File: config.mk
export PLATFORM = sky130hd
export DESIGN_NAME = tone_scheduler
export DESIGN_NICKNAME = d
export VERILOG_FILES = /design/src/rtl/tone_scheduler.sv
export SDC_FILE = /design/constraint.sdc
export NUM_CORES = 1
export LEC_CHECK = 0
export ABC_AREA = 1
export CORE_UTILIZATION = 53
export DETAILED_ROUTE_END_ITERATION = 10
export PLACE_DENSITY = 0.67
export SETUP_SLACK_MARGIN = 0.5
export SKIP_LAST_GASP = 1
export SLEW_MARGIN = 20
export SYNTH_ARGS = -nofsm -noshare
export SYNTH_HDL_FRONTEND = slang
export SYNTH_SLANG_ARGS = --single-unit
File: constraint.sdc
create_clock -name CLOCK_50 -period 2.81 [get_ports CLOCK_50]
set_input_delay 0.562 -clock CLOCK_50 [delete_from_list [all_inputs] [get_ports CLOCK_50]]
set_output_delay 0.562 -clock CLOCK_50 [all_outputs]
set_load 0.1 [all_outputs]
File: src/rtl/tone_scheduler.sv
`default_nettype none
// ============================================================================
// Module  : tone_scheduler
// Purpose : One-piezo sound sequencer: power-up intro, then prioritised
//           correct/wrong/game-over jingles. Optional MUTE_SWITCH_EN adds mute.
// Revision: 1.0 - initial release
// ============================================================================
module tone_scheduler #(
    parameter int NOTE_CYC = 5_000_000,
    parameter int GAP_CYC  = 500_000,
    parameter int SIM_DIV  = 0
) (
    input  logic       CLOCK_50,
    input  logic       reset_n,
    input  logic       correct_hit,
    input  logic       wrong_hit,
    input  logic       game_over_hit,
`ifdef MUTE_SWITCH_EN
    input  logic       mute,
`endif
    output logic       speaker,
    output logic       fi_done,
    output logic       busy,
    output logic [2:0] sound_id
);

    function automatic logic [16:0] half_cyc(input int raw);
        int v;
        v = raw >> SIM_DIV;
        if (v < 1) v = 1;
        return 17'(v);
    endfunction

    function automatic logic [2:0] highest(input logic [2:0] v);
        if (v[2])      return 3'd3;
        else if (v[1]) return 3'd2;
        else if (v[0]) return 3'd1;
        else           return 3'd0;
    endfunction

    localparam logic [16:0] C_H_C5  = half_cyc(47801);
    localparam logic [16:0] C_H_E5  = half_cyc(37936);
    localparam logic [16:0] C_H_G5  = half_cyc(31888);
    localparam logic [16:0] C_H_C6  = half_cyc(23878);
    localparam logic [16:0] C_H_E6  = half_cyc(18953);
    localparam logic [16:0] C_H_LOW = half_cyc(125000);

    localparam int C_CNT_MAX = (NOTE_CYC > GAP_CYC) ? NOTE_CYC : GAP_CYC;
    localparam int CNT_W     = $clog2(C_CNT_MAX + 1);
    localparam logic [CNT_W-1:0] C_NOTE_LAST = CNT_W'(NOTE_CYC - 1);
    localparam logic [CNT_W-1:0] C_GAP_LAST  = CNT_W'(GAP_CYC - 1);
    localparam logic [CNT_W-1:0] C_CNT_ONE   = CNT_W'(1);

    localparam logic [2:0] C_SND_NONE    = 3'd0;
    localparam logic [2:0] C_SND_CORRECT = 3'd1;
    localparam logic [2:0] C_SND_WRONG   = 3'd2;
    localparam logic [2:0] C_SND_OVER    = 3'd3;
    localparam logic [2:0] C_SND_INTRO   = 3'd4;

    typedef enum logic [1:0] {
        ST_BOOT  = 2'd0,
        ST_IDLE  = 2'd1,
        ST_INTRO = 2'd2,
        ST_PLAY  = 2'd3
    } state_t;

    state_t           r_state;
    logic [2:0]       r_sound_id;
    logic [1:0]       r_note_idx;
    logic             r_gap;
    logic [CNT_W-1:0] r_cnt;
    logic [16:0]      r_tcnt;
    logic             r_speaker;
    logic             r_fi_done;
    logic [2:0]       r_pend;       // {over, wrong, correct}

    state_t           w_nxt_state;
    logic [2:0]       w_nxt_sound;
    logic [1:0]       w_nxt_note;
    logic             w_nxt_gap;
    logic [CNT_W-1:0] w_nxt_cnt;
    logic [16:0]      w_nxt_tcnt;
    logic             w_nxt_spk;
    logic             w_nxt_fi;
    logic [2:0]       w_nxt_pend;

    logic [2:0]       w_req;
    logic [2:0]       w_pool;
    logic             w_start;
    logic [2:0]       w_start_id;
    logic             w_done;
    logic             w_last_note;
    logic [16:0]      w_half;

    assign w_req = {game_over_hit, wrong_hit, correct_hit};

    always_comb begin
        w_half = C_H_C5;
        unique case (r_sound_id)
            C_SND_INTRO: begin
                unique case (r_note_idx)
                    2'd0:    w_half = C_H_C5;
                    2'd1:    w_half = C_H_E5;
                    2'd2:    w_half = C_H_G5;
                    default: w_half = C_H_C6;
                endcase
            end
            C_SND_CORRECT: w_half = r_note_idx[0] ? C_H_E6 : C_H_C6;
            C_SND_WRONG:   w_half = C_H_LOW;
            C_SND_OVER: begin
                unique case (r_note_idx)
                    2'd0:    w_half = C_H_G5;
                    2'd1:    w_half = C_H_E5;
                    default: w_half = C_H_C5;
                endcase
            end
            default: w_half = C_H_C5;
        endcase
    end

    assign w_last_note = (r_sound_id == C_SND_INTRO || r_sound_id == C_SND_OVER)
                         ? (r_note_idx == 2'd3) : (r_note_idx == 2'd1);

    always_comb begin
        w_nxt_state = r_state;
        w_nxt_sound = r_sound_id;
        w_nxt_note  = r_note_idx;
        w_nxt_gap   = r_gap;
        w_nxt_cnt   = r_cnt;
        w_nxt_tcnt  = r_tcnt;
        w_nxt_spk   = r_speaker;
        w_nxt_fi    = r_fi_done;
        w_nxt_pend  = r_pend;
        w_pool      = r_pend;
        w_start     = 1'b0;
        w_start_id  = C_SND_NONE;
        w_done      = 1'b0;

        // Note/gap timing and square-wave generation
        if (r_state == ST_INTRO || r_state == ST_PLAY) begin
            if (!r_gap) begin
                if (r_tcnt == w_half - 17'd1) begin
                    w_nxt_spk  = ~r_speaker;
                    w_nxt_tcnt = '0;
                end else begin
                    w_nxt_tcnt = r_tcnt + 17'd1;
                end
                if (r_cnt == C_NOTE_LAST) begin
                    w_nxt_gap  = 1'b1;
                    w_nxt_cnt  = '0;
                    w_nxt_spk  = 1'b0;
                    w_nxt_tcnt = '0;
                end else begin
                    w_nxt_cnt = r_cnt + C_CNT_ONE;
                end
            end else if (r_cnt == C_GAP_LAST) begin
                if (w_last_note) begin
                    w_done = 1'b1;
                end else begin
                    w_nxt_note = r_note_idx + 2'd1;
                    w_nxt_gap  = 1'b0;
                    w_nxt_cnt  = '0;
                    w_nxt_tcnt = '0;
                    w_nxt_spk  = 1'b0;
                end
            end else begin
                w_nxt_cnt = r_cnt + C_CNT_ONE;
            end
        end

        unique case (r_state)
            ST_BOOT: begin
                w_start    = 1'b1;
                w_start_id = C_SND_INTRO;
            end
            ST_IDLE: begin
                w_pool = r_pend | w_req;
                if (|w_pool) begin
                    w_start    = 1'b1;
                    w_start_id = highest(w_pool);
                end
            end
            ST_INTRO: begin
                if (w_done) begin
                    w_nxt_fi = 1'b1;
                    if (|r_pend) begin
                        w_start    = 1'b1;
                        w_start_id = highest(r_pend);
                    end else begin
                        w_nxt_state = ST_IDLE;
                        w_nxt_sound = C_SND_NONE;
                    end
                end
            end
            ST_PLAY: begin
                w_pool = r_pend | w_req;
                if (w_done) begin
                    if (|w_pool) begin
                        w_start    = 1'b1;
                        w_start_id = highest(w_pool);
                    end else begin
                        w_nxt_state = ST_IDLE;
                        w_nxt_sound = C_SND_NONE;
                    end
                end else if (highest(w_req) > r_sound_id) begin
                    w_start    = 1'b1;
                    w_start_id = highest(w_req);
                end else begin
                    w_nxt_pend = w_pool;
                end
            end
            default: w_nxt_state = ST_BOOT;
        endcase

        // Any new sound restarts from note 0; the aborted/finished one is dropped
        if (w_start) begin
            w_nxt_state = (w_start_id == C_SND_INTRO) ? ST_INTRO : ST_PLAY;
            w_nxt_sound = w_start_id;
            w_nxt_note  = 2'd0;
            w_nxt_gap   = 1'b0;
            w_nxt_cnt   = '0;
            w_nxt_tcnt  = '0;
            w_nxt_spk   = 1'b0;
            w_nxt_pend  = w_pool;
            unique case (w_start_id)
                C_SND_CORRECT: w_nxt_pend[0] = 1'b0;
                C_SND_WRONG:   w_nxt_pend[1] = 1'b0;
                C_SND_OVER:    w_nxt_pend    = 3'b000;
                default:       w_nxt_pend    = w_pool;
            endcase
        end
    end

    always_ff @(posedge CLOCK_50 or negedge reset_n) begin
        if (!reset_n) begin
            r_state    <= ST_BOOT;
            r_sound_id <= C_SND_NONE;
            r_note_idx <= 2'd0;
            r_gap      <= 1'b0;
            r_cnt      <= '0;
            r_tcnt     <= '0;
            r_speaker  <= 1'b0;
            r_fi_done  <= 1'b0;
            r_pend     <= 3'b000;
        end else begin
            r_state    <= w_nxt_state;
            r_sound_id <= w_nxt_sound;
            r_note_idx <= w_nxt_note;
            r_gap      <= w_nxt_gap;
            r_cnt      <= w_nxt_cnt;
            r_tcnt     <= w_nxt_tcnt;
            r_speaker  <= w_nxt_spk;
            r_fi_done  <= w_nxt_fi;
            r_pend     <= w_nxt_pend;
        end
    end

`ifdef MUTE_SWITCH_EN
    assign speaker = r_speaker & ~mute;
`else
    assign speaker = r_speaker;
`endif
    assign fi_done  = r_fi_done;
    assign sound_id = r_sound_id;
    assign busy     = (r_sound_id != C_SND_NONE);

endmodule
`default_nettype wire
==> results.yml, run 1 <==
timing:
  slew_violations: 0
  worst_pin_slew_ns: 0.737
  fin_crit_ns: 2.55
  fin_skew_ns: 0.00933
  min_period_over_period: 0.907
  setup_viol: 0
  rsz0062_at_grt: "yes"
  fin_ws_ns: 0.261
  hold_ws_ns: 0.290
  hold_viol: 0
  clock.fmax_mhz: 392
  slew_headroom: 0.509
detailed_routing:
  finalWirelength_um: 11500
  viasPerCell: 5.50
  drtIter0Drc: 269
  wl_per_cell_um: 14.9
  route.detailed.drc: 0
  drtPass1Iterations: 5
  via_count: 4230
  antenna_left: 0
cts:
  htree_num_levels: 2
  cts_made_buffers: 5
  cts_root_buf: "clkbuf_8"
  clkTransAtPathRegs_ns: 0.11
  cts_max_path_buffers: 2
  cts_tree: "built"
  clk_latency_ns: 0.32
  cts.sink_count: 53
synth:
  synth_top_cell_by_area: "dfrtp_1"
  synth_async_sr_flop_share: 1.00
  synth_flop_cell: "dfrtp_1"
  yosys.area_share.simple: 0.384
  yosysSeqAreaShare: 0.323
  yosysWarnings: 0
  ys_ff_latch: 53
  synthCells: 591
  synth.area.top_cells: "dfrtp_1 (32%), nand2_1 (11%), inv_1 (7.6%), nor2_1 (6.1%), nand3_1 (5.7%)"
  avgSynthCellArea_sq_um: 6.95
  synth-adder-area-share: 0.0366
  synth_nets: 608
  synth_top_area_frac: 0.323
  synth_xor_area_frac: 0.0533
  synth_area_sq_um: 4110
  synth.most_common_cell: "nand2_1"
  synth_top_family_by_area: "simple AND/OR/NAND/NOR gates"
  synth_edf_count: 0
  synthTopCellsByCount: "nand2_1 (122), inv_1 (83), nor2_1 (67)"
  muxShareOfSynthArea: 0
  synth.distinct_cells: 40
  synth_compound_area_frac: 0.0987
global_route:
  grt_max_degree: 32
  antenna_found_initial: 0
  grt_pass1_wl_um: 18200
  grt_pass1_vias: 3909
  grt.total_usage: 0.277
  grt_overflow: 0
run_status:
  run_status: "finished clean"
min_path:
  hold_path.class: "in2async"
placement:
  dp_hpwl_um: 7970
  numPortBuffers: 10
  gp_congestion: 0.933
  post-place-ws_ns: -0.138
worst_setup_path:
  critPathArrivalTime_ns: 2.76
  r2r_slack_ns: 0.26
  cp.required_ns: 3.02
  crit_type: "reg2reg"
  reg2reg_from: "sound_id[1]$_DFFE_PN0P_"
  path_max_fanout: 8
  rr_worst_depth: 16
  cp-start-kind: "flop"
  end_kind: "flop"
  r2r_end: "r_tcnt[5]$_DFFE_PN0P_"
finish:
  final_core_util: 0.723
  nets: 686
  syn_to_final_growth_pct: 29.7
  drive_gt1_frac: 0.297
  n_antenna_cell: 0
power:
  leakage_nw: 2.46
  p_per_area_nw_per_um2: 241
  ir_worst_vdd_uv: 180
die:
  dieArea_sq_um: 8110
  initial_core_util: 0.557
  die_w_um: 90.0
  die_h_um: 90.0
  core_area_sq_um: 7370
  rows: 31
  boundaryPins: 11
run:
  drv_cap: 0
[kinds of logic (layout without fill, tap and decap cells)]
logic type | Yosys count | count (layout)
xor gates and xnor gates | 25 | 25
adders and majority gates | 12 | 12
buffers and inverters | 102 | 180
AOI/OAI and AO/OA | 73 | 73
and+or+nand+nor | 326 | 327
DFF | 53 | 53
[worst max-delay path by stage]
| stage | endpoint | slack [ns] | depth (start not counted) | start |
|---|---|---|---|---|
| floorplan | r_tcnt[5]$_DFFE_PN0P_ | 0.39 | 17 | sound_id[0]$_DFFE_PN0P_ |
| global placement | r_tcnt[16]$_DFFE_PN0P_ | -0.02 | 15 | wrong_hit |
| detailed placement | r_tcnt[16]$_DFFE_PN0P_ | -0.14 | 15 | wrong_hit |
| CTS | r_tcnt[5]$_DFFE_PN0P_ | 0.29 | 18 | r_note_idx[0]$_DFFE_PN0P_ |
| global route | r_tcnt[5]$_DFFE_PN0P_ | 0.13 | 17 | sound_id[1]$_DFFE_PN0P_ |
| finish | r_tcnt[5]$_DFFE_PN0P_ | 0.26 | 16 | sound_id[1]$_DFFE_PN0P_ |
[layout by cell type, fill, tap and decap left out, types with 10 or more instances in the layout]
cell type | Yosys | routed
o21ai_0 | 20 | 15
nor3_1 | 17 | 16
nor4_1 | 10 | 10
a21oi_1 | 23 | 19
nor2_2 | 15 | 18
nor2_1 | 67 | 56
nand2_1 | 122 | 105
o21ai_1 | 19 | 20
inv_1 | 83 | 72
nand4_1 | 18 | 18
nand3_1 | 47 | 42
xor2_1 | 22 | 22
nor2_4 | 3 | 11
buf_4 | 4 | 68
inv_2 | 6 | 11
dfrtp_1 | 53 | 48
nand2_2 | 6 | 19
[worst max-delay path, stage by stage, from the launching register on]
cell,delay (ns)
dfrtp_4,0.55
nor2_4,0.18
nand2_4,0.10
nand3_4,0.11
inv_1,0.09
nor2_2,0.14
ha_2,0.22
xnor2_2,0.12
nand3_1,0.12
a21oi_2,0.17
nand2_2,0.08
nor2_4,0.12
nand3_2,0.09
nand3_4,0.10
nand2_8,0.13
clkinv_8,0.09
nor2_2,0.03
[area by class of cell]
type / count / area, sq um
fill: 579 / 2040
multi-input combinational: 437 / 2680
clock inverter: 3 / 28.8
clock buffer: 5 / 68.8
timing repair inverter: 1 / 16.3
timing repair buffer: 80 / 692
sequential: 53 / 1340
tap: 99 / 124
inverter: 91 / 379
[state kept, by name, indices dropped and copies added, names as in the netlist]
signal / count
fi_done: 1
r_cnt: 23
r_gap: 1
r_note_idx: 2
r_pend: 3
r_state: 2
r_tcnt: 17
sound_id: 3
speaker: 1
[metal layers]
| layer | vias to the layer above | global-route usage | wire, um |
|---|---|---|---|
| met5 | - | 0 | 0 |
| met4 | 0 | 0.0645 | 140 |
| met2 | 132 | 0.457 | 5380 |
| li1 | 2092 | - | - |
| met1 | 1994 | 0.386 | 5300 |
| met3 | 12 | 0.0381 | 659 |
[power breakdown]
group	leakage, nW	switching, mW	internal (mW)	total [mW]
Sequential	0.669	0.00222	0.763	0.766
Clock	0.0506	0.285	0.187	0.472
Combinational	1.74	0.0310	0.0152	0.0462
Total	2.46	0.318	0.966	1.28
[stage by stage]
stage          std cells  area, sq um  power, mW  setup TNS [ns]
2_1_floorplan        591         4210      0.792               0
3_3_place_gp         720         4570      0.821          -0.183
3_5_place_dp         720         4570      0.822           -1.93
4_1_cts              747         4890       1.29               0
5_1_grt              769         5330       1.34               0
6_report             769         5330       1.28               0
[what timing repair did]
item	in CTS	in global routing
gates resized for setup	19	70
pin swaps	21	19
hold buffers	0	0
setup buffers	17	20
gates cloned	2	2
endpoints found under the setup margin	51	51
hold endpoints to repair	0	0
(Power assumes the default switching activity.)
==> inputs of run 2 (changes only) <==
CTS_CLUSTER_SIZE = 25   (was unset)
==> results of run 2 <==
No change in the layout: final DEF, timing and power equal those of run 1.
==> inputs of run 3 (changes only) <==
--- a/config.mk
+++ b/config.mk
@@ -7,8 +7,8 @@
 export LEC_CHECK = 0
 export ABC_AREA = 1
-export CORE_UTILIZATION = 53
+export CORE_UTILIZATION = 55
 export CTS_CLUSTER_SIZE = 25
 export DETAILED_ROUTE_END_ITERATION = 10
-export PLACE_DENSITY = 0.67
+export PLACE_DENSITY = 0.72
 export SETUP_SLACK_MARGIN = 0.5
 export SKIP_LAST_GASP = 1
==> constraint.sdc (replaced) <==
create_clock -name CLOCK_50 -period 2.1 [get_ports CLOCK_50]
set_input_delay 0.42 -clock CLOCK_50 [delete_from_list [all_inputs] [get_ports CLOCK_50]]
set_output_delay 0.42 -clock CLOCK_50 [all_outputs]
set_load 0.02 [all_outputs]
==> results.yml, run 3 (synthesized netlist as in run 1, its figures left out) <==
global_route:
  grt_pass1_vias: 4501
  antenna_found_initial: 0
  grt_overflow: 0
  grt_pass1_wl_um: 20900
  grt.total_usage: 0.346
  grt_max_degree: 47
finish:
  multi_input_area_sq_um: 2950
  top_regs: "r_cnt x23, r_tcnt x17"
  n_antenna_cell: 0
  drive_gt1_frac: 0.429
  mostFrequentLayoutCell: "buf_4"
  mostFrequentLayoutCells: "buf_4 (132), nand2_1 (104), inv_1 (75)"
  syn_to_final_growth_pct: 57.5
  layoutNonFillerInstCount: 868
  largest_register_ffs: 23
  final-seq-area_sq_um: 1330
  final_core_util: 0.892
  final_area_sq_um: 6470
  nets: 785
  final.fill_count: 335
  largest-register: "r_cnt"
placement:
  placed_cells: 813
  numPortBuffers: 10
  post-place-ws_ns: -0.713
  postPlaceCellArea_sq_um: 5380
  dp_hpwl_um: 9010
  gp_congestion: 0.921
timing:
  slew_violations: 0
  setup_viol: 52
  clock.fmax_mhz: 381
  slew_headroom: 0.590
  fin_ws_ns: -0.526
  min_period_over_period: 1.25
  fin_crit_ns: 2.63
  fin_setup_tns_ns: -19.06
  hold_viol: 0
  worst_pin_slew_ns: 0.610
  fin_skew_ns: 0.0135
  hold_ws_ns: 0.477
  rsz0062_at_grt: "yes"
die:
  rows: 31
  dieArea_sq_um: 7820
  boundaryPins: 11
  die_h_um: 88.4
  core_area_sq_um: 7250
  initial_core_util: 0.566
  die_w_um: 88.4
detailed_routing:
  viasPerCell: 5.95
  wl_per_cell_um: 19.0
  via_count: 5166
  antenna_left: 0
  finalWirelength_um: 16500
  drtIter0Drc: 423
  drtPass1Iterations: 5
  route.detailed.drc: 0
cts:
  cts.sink_count: 53
  htree_num_levels: 2
  cts_root_buf: "clkbuf_8"
  cts_tree: "built"
  clkTransAtPathRegs_ns: 0.11
  cts_made_buffers: 5
  cts_max_path_buffers: 2
  clk_latency_ns: 0.32
power:
  leakage_nw: 3.07
  p_total_mw: 1.81
  ir_worst_vdd_uv: 398
  p_per_area_nw_per_um2: 280
worst_setup_path:
  crit_type: "reg2reg"
  cp-start-kind: "flop"
  cp.required_ns: 2.32
  rr_worst_depth: 18
  critPathArrivalTime_ns: 2.84
  path_max_fanout: 8
  end_kind: "flop"
min_path:
  hold_depth: 2
  hold_path.class: "reg2reg"
run_status:
  violations: "negative setup slack"
  run_status: "finished with violations"
run:
  drv_cap: 0
-- run 3: cell types whose count changed in the layout (fill, tap and decap cells not counted), moves of 4 or more --
cell | before | now
a21oi_1 | 19 | 12
a21oi_2 | 4 | 10
nand3_2 | 7 | 20
o21ai_2 | 4 | 9
o2111ai_1 | 4 | 0
o2111ai_2 | 0 | 4
buf_4 | 68 | 132
nand3_1 | 42 | 30
buf_6 | 3 | 29
o21ai_0 | 15 | 9
buf_12 | 2 | 6
-- run 3: report_power, final --
| part | leakage, nW | switching, mW | internal [mW] |
|---|---|---|---|
| sequential | 0.670 | 0.00267 | 1.02 |
| combinational | 2.35 | 0.0454 | 0.0302 |
| clock | 0.0552 | 0.357 | 0.355 |
| total | 3.07 | 0.405 | 1.41 |
-- run 3: per-layer routing --
| metal | global-route usage | vias up | part of all wire |
|---|---|---|---|
| met1 | 0.452 | 2471 | 0.38 |
| met2 | 0.580 | 309 | 0.48 |
| met4 | 0.130 | 0 | 0.055 |
| met5 | 0 | - | 0 |
| li1 | - | 2285 | - |
| met3 | 0.0550 | 101 | 0.088 |
-- run 3: worst max-delay path: stages (launching register included) --
cell and delay [ns]:
dfrtp_2 0.43, inv_2 0.07, ha_4 0.16, nor2_2 0.10, inv_2 0.07, nor2_4 0.12, nand3b_1 0.16, nor2_2 0.07
ha_4 0.17, xnor2_2 0.16, nand3_1 0.12, a21oi_2 0.19, nand2_1 0.09, nor2_2 0.14, nand3_2 0.10, nand3_4 0.11
nand2_8 0.12, nand2_1 0.11, nor2_1 0.05
-- run 3: worst paths after layout --
kind / start / endpoint / slack, ns
max: r_note_idx[0]$_DFFE_PN0P_ / r_tcnt[6]$_DFFE_PN0P_ / -0.53
min: fi_done$_DFFE_PN0P_ / fi_done$_DFFE_PN0P_ / 0.48
max reg2reg: r_note_idx[0]$_DFFE_PN0P_ / r_tcnt[6]$_DFFE_PN0P_ / -0.53
min reg2reg: fi_done$_DFFE_PN0P_ / fi_done$_DFFE_PN0P_ / 0.48
max in group asynchronous: reset_n / r_tcnt[10]$_DFFE_PN0P_ / 1.07
min in group asynchronous: reset_n / r_pend[2]$_DFFE_PN0P_ / 0.49
-- run 3: layout make-up --
cell class	instances	share of cell area
Tap cell	99	0.0191
Sequential cell	53	0.206
Clock buffer	6	0.0112
Clock inverter	2	0.00542
Multi-Input combinational cell	438	0.456
Timing Repair inverter	1	0.00251
Inverter	91	0.0584
Timing Repair Buffer	178	0.241
-- run 3: what timing repair did --
item,in CTS,in global routing
gates resized for setup,71,98
pin swaps,27,59
buffers inserted,20,20
gates cloned,2,4
endpoints found under the hold margin,7,0
hold buffers,1,0
endpoints found under the setup margin,59,56
